## src/rtl/serv_mtimer.sv

```systemverilog
// RISC-V machine timer: 64-bit mtime with prescaler, mtimecmp compare and a
// Wishbone slave port for 32-bit single-beat register access.
module serv_mtimer #(
    parameter int PRESCALE_W     = 8,
    parameter     RESET_STRATEGY = "MINI"
) (
    input  logic        i_clk,
    input  logic        i_rst,
    input  logic [2:0]  i_wb_adr,
    input  logic [31:0] i_wb_dat,
    input  logic [3:0]  i_wb_sel,
    input  logic        i_wb_we,
    input  logic        i_wb_cyc,
    input  logic        i_wb_stb,
    output logic [31:0] o_wb_rdt,
    output logic        o_wb_ack,
    output logic        o_mtip
);

    logic [63:0]           mtime;
    logic [63:0]           mtimecmp;
    logic [31:0]           mtime_hi_shadow;
    logic [PRESCALE_W-1:0] prescale;
    logic [PRESCALE_W-1:0] pcnt;
    logic                  access;
    logic                  wr;
    logic                  rd_lo;
    logic                  tick;
    logic [31:0]           wmask;
    logic [31:0]           rd_data;

    assign access = i_wb_cyc & i_wb_stb & ~o_wb_ack;
    assign wr     = access & i_wb_we;
    assign rd_lo  = access & ~i_wb_we & (i_wb_adr == 3'd0);
    assign tick   = (pcnt == prescale);
    assign wmask  = {{8{i_wb_sel[3]}}, {8{i_wb_sel[2]}}, {8{i_wb_sel[1]}}, {8{i_wb_sel[0]}}};

    always_comb begin
        rd_data = '0;
        case (i_wb_adr)
            3'd0:    rd_data = mtime[31:0];
            3'd1:    rd_data = mtime_hi_shadow;
            3'd2:    rd_data = mtimecmp[31:0];
            3'd3:    rd_data = mtimecmp[63:32];
            3'd4:    rd_data = 32'(prescale);
            default: rd_data = '0;
        endcase
    end

    // A write to either mtime half suppresses the tick so the halves stay independent.
    always_ff @(posedge i_clk or posedge i_rst) begin
        if (i_rst) begin
            mtime    <= '0;
            mtimecmp <= '1;
            prescale <= '0;
            pcnt     <= '0;
            o_wb_ack <= 1'b0;
            o_mtip   <= 1'b0;
        end else begin
            o_wb_ack <= access;
            o_mtip   <= (mtime >= mtimecmp);

            if (wr && (i_wb_adr == 3'd4) || tick)
                pcnt <= '0;
            else
                pcnt <= pcnt + PRESCALE_W'(1);

            if (wr && (i_wb_adr == 3'd0))
                mtime[31:0] <= (mtime[31:0] & ~wmask) | (i_wb_dat & wmask);
            else if (wr && (i_wb_adr == 3'd1))
                mtime[63:32] <= (mtime[63:32] & ~wmask) | (i_wb_dat & wmask);
            else if (tick)
                mtime <= mtime + 64'd1;

            if (wr && (i_wb_adr == 3'd2))
                mtimecmp[31:0] <= (mtimecmp[31:0] & ~wmask) | (i_wb_dat & wmask);
            if (wr && (i_wb_adr == 3'd3))
                mtimecmp[63:32] <= (mtimecmp[63:32] & ~wmask) | (i_wb_dat & wmask);
            if (wr && (i_wb_adr == 3'd4))
                prescale <= (prescale & ~wmask[PRESCALE_W-1:0]) |
                            (i_wb_dat[PRESCALE_W-1:0] & wmask[PRESCALE_W-1:0]);
        end
    end

    if (RESET_STRATEGY == "NONE") begin : g_noreset
        always_ff @(posedge i_clk) begin
            if (access)
                o_wb_rdt <= rd_data;
            if (rd_lo)
                mtime_hi_shadow <= mtime[63:32];
        end
    end else begin : g_reset
        always_ff @(posedge i_clk or posedge i_rst) begin
            if (i_rst) begin
                o_wb_rdt        <= '0;
                mtime_hi_shadow <= '0;
            end else begin
                if (access)
                    o_wb_rdt <= rd_data;
                if (rd_lo)
                    mtime_hi_shadow <= mtime[63:32];
            end
        end
    end

endmodule

```

## config.mk

```make
export PLATFORM = sky130hd
export DESIGN_NAME = serv_mtimer
export DESIGN_NICKNAME = d
export VERILOG_FILES = /design/src/rtl/serv_mtimer.sv
export SDC_FILE = /design/constraint.sdc
export NUM_CORES = 1
export LEC_CHECK = 0
export BUFFER_PORTS_ARGS = -buffer_cell sky130_fd_sc_hd__buf_2
export CELL_PAD_IN_SITES_DETAIL_PLACEMENT = 1
export CELL_PAD_IN_SITES_GLOBAL_PLACEMENT = 1
export CORE_MARGIN = 4
export CORE_UTILIZATION = 45
export DETAILED_ROUTE_END_ITERATION = 6
export GPL_ROUTABILITY_DRIVEN = 0
export HOLD_SLACK_MARGIN = 0.12
export PLACE_DENSITY_LB_ADDON = 0.1
export RECOVER_POWER = 100
export SETUP_SLACK_MARGIN = 0.3
export SLEW_MARGIN = 15
export SYNTH_ARGS = -nofsm -noshare
export SYNTH_HDL_FRONTEND = slang
export SYNTH_SLANG_ARGS = --single-unit
export TNS_END_PERCENT = 20
```

## constraint.sdc

```tcl
create_clock -name i_clk -period 10.6 [get_ports i_clk]
set_input_delay 1.06 -clock i_clk [delete_from_list [all_inputs] [get_ports i_clk]]
set_output_delay 1.06 -clock i_clk [all_outputs]
set_load 0.005 [all_outputs]
```

Yosys cells after proc, flatten, opt, wreduce, memory -nomap -nowiden
Cells that the tools add are included.

storage, ports and cells
  bits of input ports = 44
  output and inout bits = 34
  logic and storage cells = 58
  flip-flop bits (word level) = 210

operators by class
  $lt $le $gt $ge = 1
  add/sub/neg operators = 2
  mux-type cells = 6
  bitwise logic cells = 22
  equal/unequal tests = 6
  reductions and logical operators = 11

operator list
  kind                                                                   count
  32-bit AND                                                             5
  32-bit one-hot mux with 5 select lines                                 1
  32-bit bitwise OR                                                      4
  32-bit 2-to-1 mux                                                      3
  64-bit by 1-bit adder with 64-bit output, second input constant        1
  64-bit greater-or-equal comparator                                     1
  64-bit 2-to-1 mux                                                      1
  32-bit inverter                                                        1
  8-bit AND                                                              2
  8-bit by 1-bit adder with 8-bit output, second input constant          1
  8-bit equality test                                                    1
  8-bit 2-to-1 mux                                                       1
  8-bit inverter                                                         1
  8-bit bitwise OR                                                       1
  3-bit by 2-bit equality test with 1-bit output, second input constant  2
  1-bit AND                                                              5
  1-bit logical AND                                                      5
  2-bit AND reduction                                                    2
  2-bit nonzero test                                                     2
  3-bit by 1-bit equality test with 1-bit output, second input constant  1
  3-bit equality test, second input constant                             1
  3-bit zero test                                                        1
  1-bit inverter                                                         3
  2-bit inequality test, second input constant                           1
  1-bit logical OR                                                       1

Logic depth before layout (Yosys ltp)
  depth in word-level cells = 6
  mapped depth = 9
  mapped depth without buffers = 8

Worst setup path after synthesis
OpenSTA, ideal clock, no wires.

  kind = input -> register
  start = input i_wb_adr[2]
  end = register with a tool-made name
  buffers on the path = 2
  arrival time = 2.623 ns
  path slack = 7.859 ns
  data required time = 10.481 ns
  stages on the path = 8
  library setup time = 0.119 ns
  path through = clkbuf_1 -> nor3b_2 -> and2_1 -> clkbuf_1 -> nand2_1 -> o31ai_1 -> o32ai_1 -> o21a_1

RTL lines
  element          line  source
  start, declared  9     input logic [2:0] i_wb_adr,

==> results.yml <==
outcome:
  status: "finished, violations left"
  violations: "DRC, capacitance limit, slew limit"
grt:
  first_global_vias: 11775
  grt_usage_pct: 28.5
  grt_pass1_wl_mm: 69.5
  grt_max_degree: 92
  antenna_found_initial: 0
  overflow: 0
synthesis:
  mappedNetlistNets: 1450
  ys_seq_area_share_pct: 42.0
  synth_edf_count: 0
  ys_types: 73
  async_flop_share_pct: 100
  synth_top_area_share_pct: 28.8
  synth_area_leaders: "dfrtp_1 29%, dfstp_2 13%, mux2_2 9.1%"
  ys_ff_latch: 210
  yosys.area.top_type: "dfrtp_1"
  syn_area_per_cell_um2: 9.48
  synth-main-ff-cell: "dfrtp_1"
  synth_area_um2: 12700
  synth_cells: 1340
  yosys_warnings: 0
cells_and_area:
  layout.nets: 1497
  num_antenna_cells: 0
  drive_above_1_share_pct: 21.1
  final_area_um2: 14200
  areaGrowthSynthToFinish_pct: 11.9
routing:
  drt_iter0_markers: 809
  vias: 11246
  wirelength_mm: 44.6
  drtPass1Iterations: 7
  routedWlPerCell_um: 25.0
  final_antenna_net_count: 0
  routed_via_density: 6.30
  drc: 3
sta:
  hold_viol: 0
  setup_viol: 0
  min_period_over_period_pct: 56.9
  tightest_slew_ps: 4500
  finalSetupTns_ps: 0
  slew_violations: 262
  min_period_ps: 6030
  fmax_ghz: 0.166
  fin_skew_ps: 10.5
  rsz0062_at_grt: "false"
  relSlewSlack_pct: -202
floorplan:
  die_h_um: 176
  rows: 61
  coreArea_um2: 27800
  dieWidth_um: 176
  start_util_pct: 45.7
  io_pins: 78
  die-area_um2: 31000
setup_path:
  slowest_delay_ps: 1130
  worstSetupStartpointType: "input port"
  r2r_start: "o_wb_ack"
  critPathMostFrequentCell: "clkbuf_1"
  r2r_cells: 8
  r2r_slack_ps: 6170
  cp-end-kind: "register"
  required_ps: 10990
  timing_worst_setup_path_type: "in -> reg"
  cp_data_arrival_time_ps: 6410
  slowest_stage: "clkbuf_1"
  worstPathCellList: "clkbuf_1 -> nor3b_4 -> clkbuf_1 -> nand2_1 -> clkbuf_1 -> and3_1 -> clkbuf_1 -> nand2_1 -> o311ai_0 -> o311ai_0"
  cp_max_fo: 31
place:
  io_buffers: 77
  dp_hpwl_mm: 31.3
  placed_area_um2: 13400
clock_network:
  clk_latency_ps: 540
  cts_resized: 0
  cts_root_buffer: "clkbuf_16"
  clk_pin_slew_ps: 60
  post_cts_buffers: 0
  cts.sinks: 210
  clockBufferDepth: 3
  htreeDepth: 1
  cts_buffers: 26
  cts_tree: "built"
  cts.hold.buffers_added: 0
min_path:
  min_from: "o_wb_rdt[21]"
  holdPathStages: 2
  whs_endpoint: "o_wb_rdt[21]"
  hp-class: "reg -> reg"
pwr:
  leakage_nw: 6.06
  max-vdd-ir-drop_uv: 121
  p_per_area_nw_per_um2: 186
flow_run:
  drv_cap: 7
-- routing by layer --
| metal | GRT usage [%] | wire length, um |
|---|---|---|
| met4 | 7.70 | 1130 |
| met1 | 40.3 | 20100 |
| met3 | 4.09 | 2610 |
| met5 | 0 | 0 |
| met2 | 46.2 | 20700 |
-- placed cells by master (no fill, tap or decap), drive strengths merged, types with 64 or more instances in the layout --
cell type and instances:
dfrtp 146, nand2 115, nor2 105, mux2 105, inv 78, o21ai 77
a21oi 75, clkbuf 71, ha 66, buf 65, dfstp 64
-- cell usage after synthesis, types with 3 or more instances --
library cell and n:
a22oi_1 19, and4_1 10, clkbuf_1 62, ha_1 66, a311oi_1 16, o211ai_1 5, o211a_1 3, nor3b_1 9
o21a_1 5, o221a_2 7, or2_2 6, xnor2_1 3, nor2b_1 3, a211o_1 7, o22ai_1 21, dfstp_2 64
nand2b_1 6, nand3b_1 3, a211oi_1 11, a22o_1 32, a41o_1 4, nor3_1 29, dfrtp_1 146, nand3_1 50
a21o_1 11, a221oi_1 28, o31ai_1 4, o32ai_1 3, and2_1 6, or3_1 5, nor4_1 17, o21ai_0 76
buf_2 10, nand2_1 114, mux2_2 103, xor2_1 12, nand4_1 30, a21oi_1 75, nor2_1 105, a31oi_1 8
and3_1 23, o311ai_0 3, inv_1 79
-- final cells by class --
type                            count  area [um2]
Sequential cell                   210        5340
Clock inverter                      6        83.8
Fill cell                        3185       13600
Inverter                           79         298
Timing Repair Buffer               95         460
Tap cell                          378         473
Clock buffer                       41         798
Multi-Input combinational cell    975        6770
-- critical path: cells and delay by family --
kind	cells	cell delay (ps)
buf+inv	4	3670
simple gates	4	1090
compound gates	2	570
-- metrics by stage --
stage	hold WS [ps]	utilization (%)	worst slack (ps)	total power, mW	instances
after global placement	458	48.3	6860	1.70	1737
after CTS	478	51.5	7300	2.66	1784
after floorplan	459	-	3910	1.47	1340
final	469	51.2	4570	2.64	1784
after detailed placement	465	48.3	6750	1.73	1737
after global routing	502	51.2	4260	2.78	1784
-- worst max path at each step --
stage / start / endpoint / cells after the start
after global routing: i_wb_adr[1] / register / 10
after CTS: register / register / 7
final: i_wb_adr[1] / register / 10
after floorplan: i_rst / async pin / 1
after detailed placement: i_wb_adr[1] / register / 9
after global placement: i_wb_adr[1] / register / 9
-- power by group --
part	leakage, nW	switching (mW)	internal (mW)
Clock	0.435	0.360	0.562
Combinational	3.04	0.362	0.241
Sequential	2.58	0.177	0.938
-- cell families after synthesis --
| family | after synthesis | synth area share (%) |
|---|---|---|
| flops | 210 | 42.0 |
| fa+ha+maj | 66 | 6.50 |
| simple gates | 438 | 17.6 |
| xor+xnor | 15 | 1.03 |
| mux | 106 | 9.39 |
| compound gates | 350 | 18.8 |
| buf+inv | 155 | 4.72 |
(Power assumes the default switching activity.)
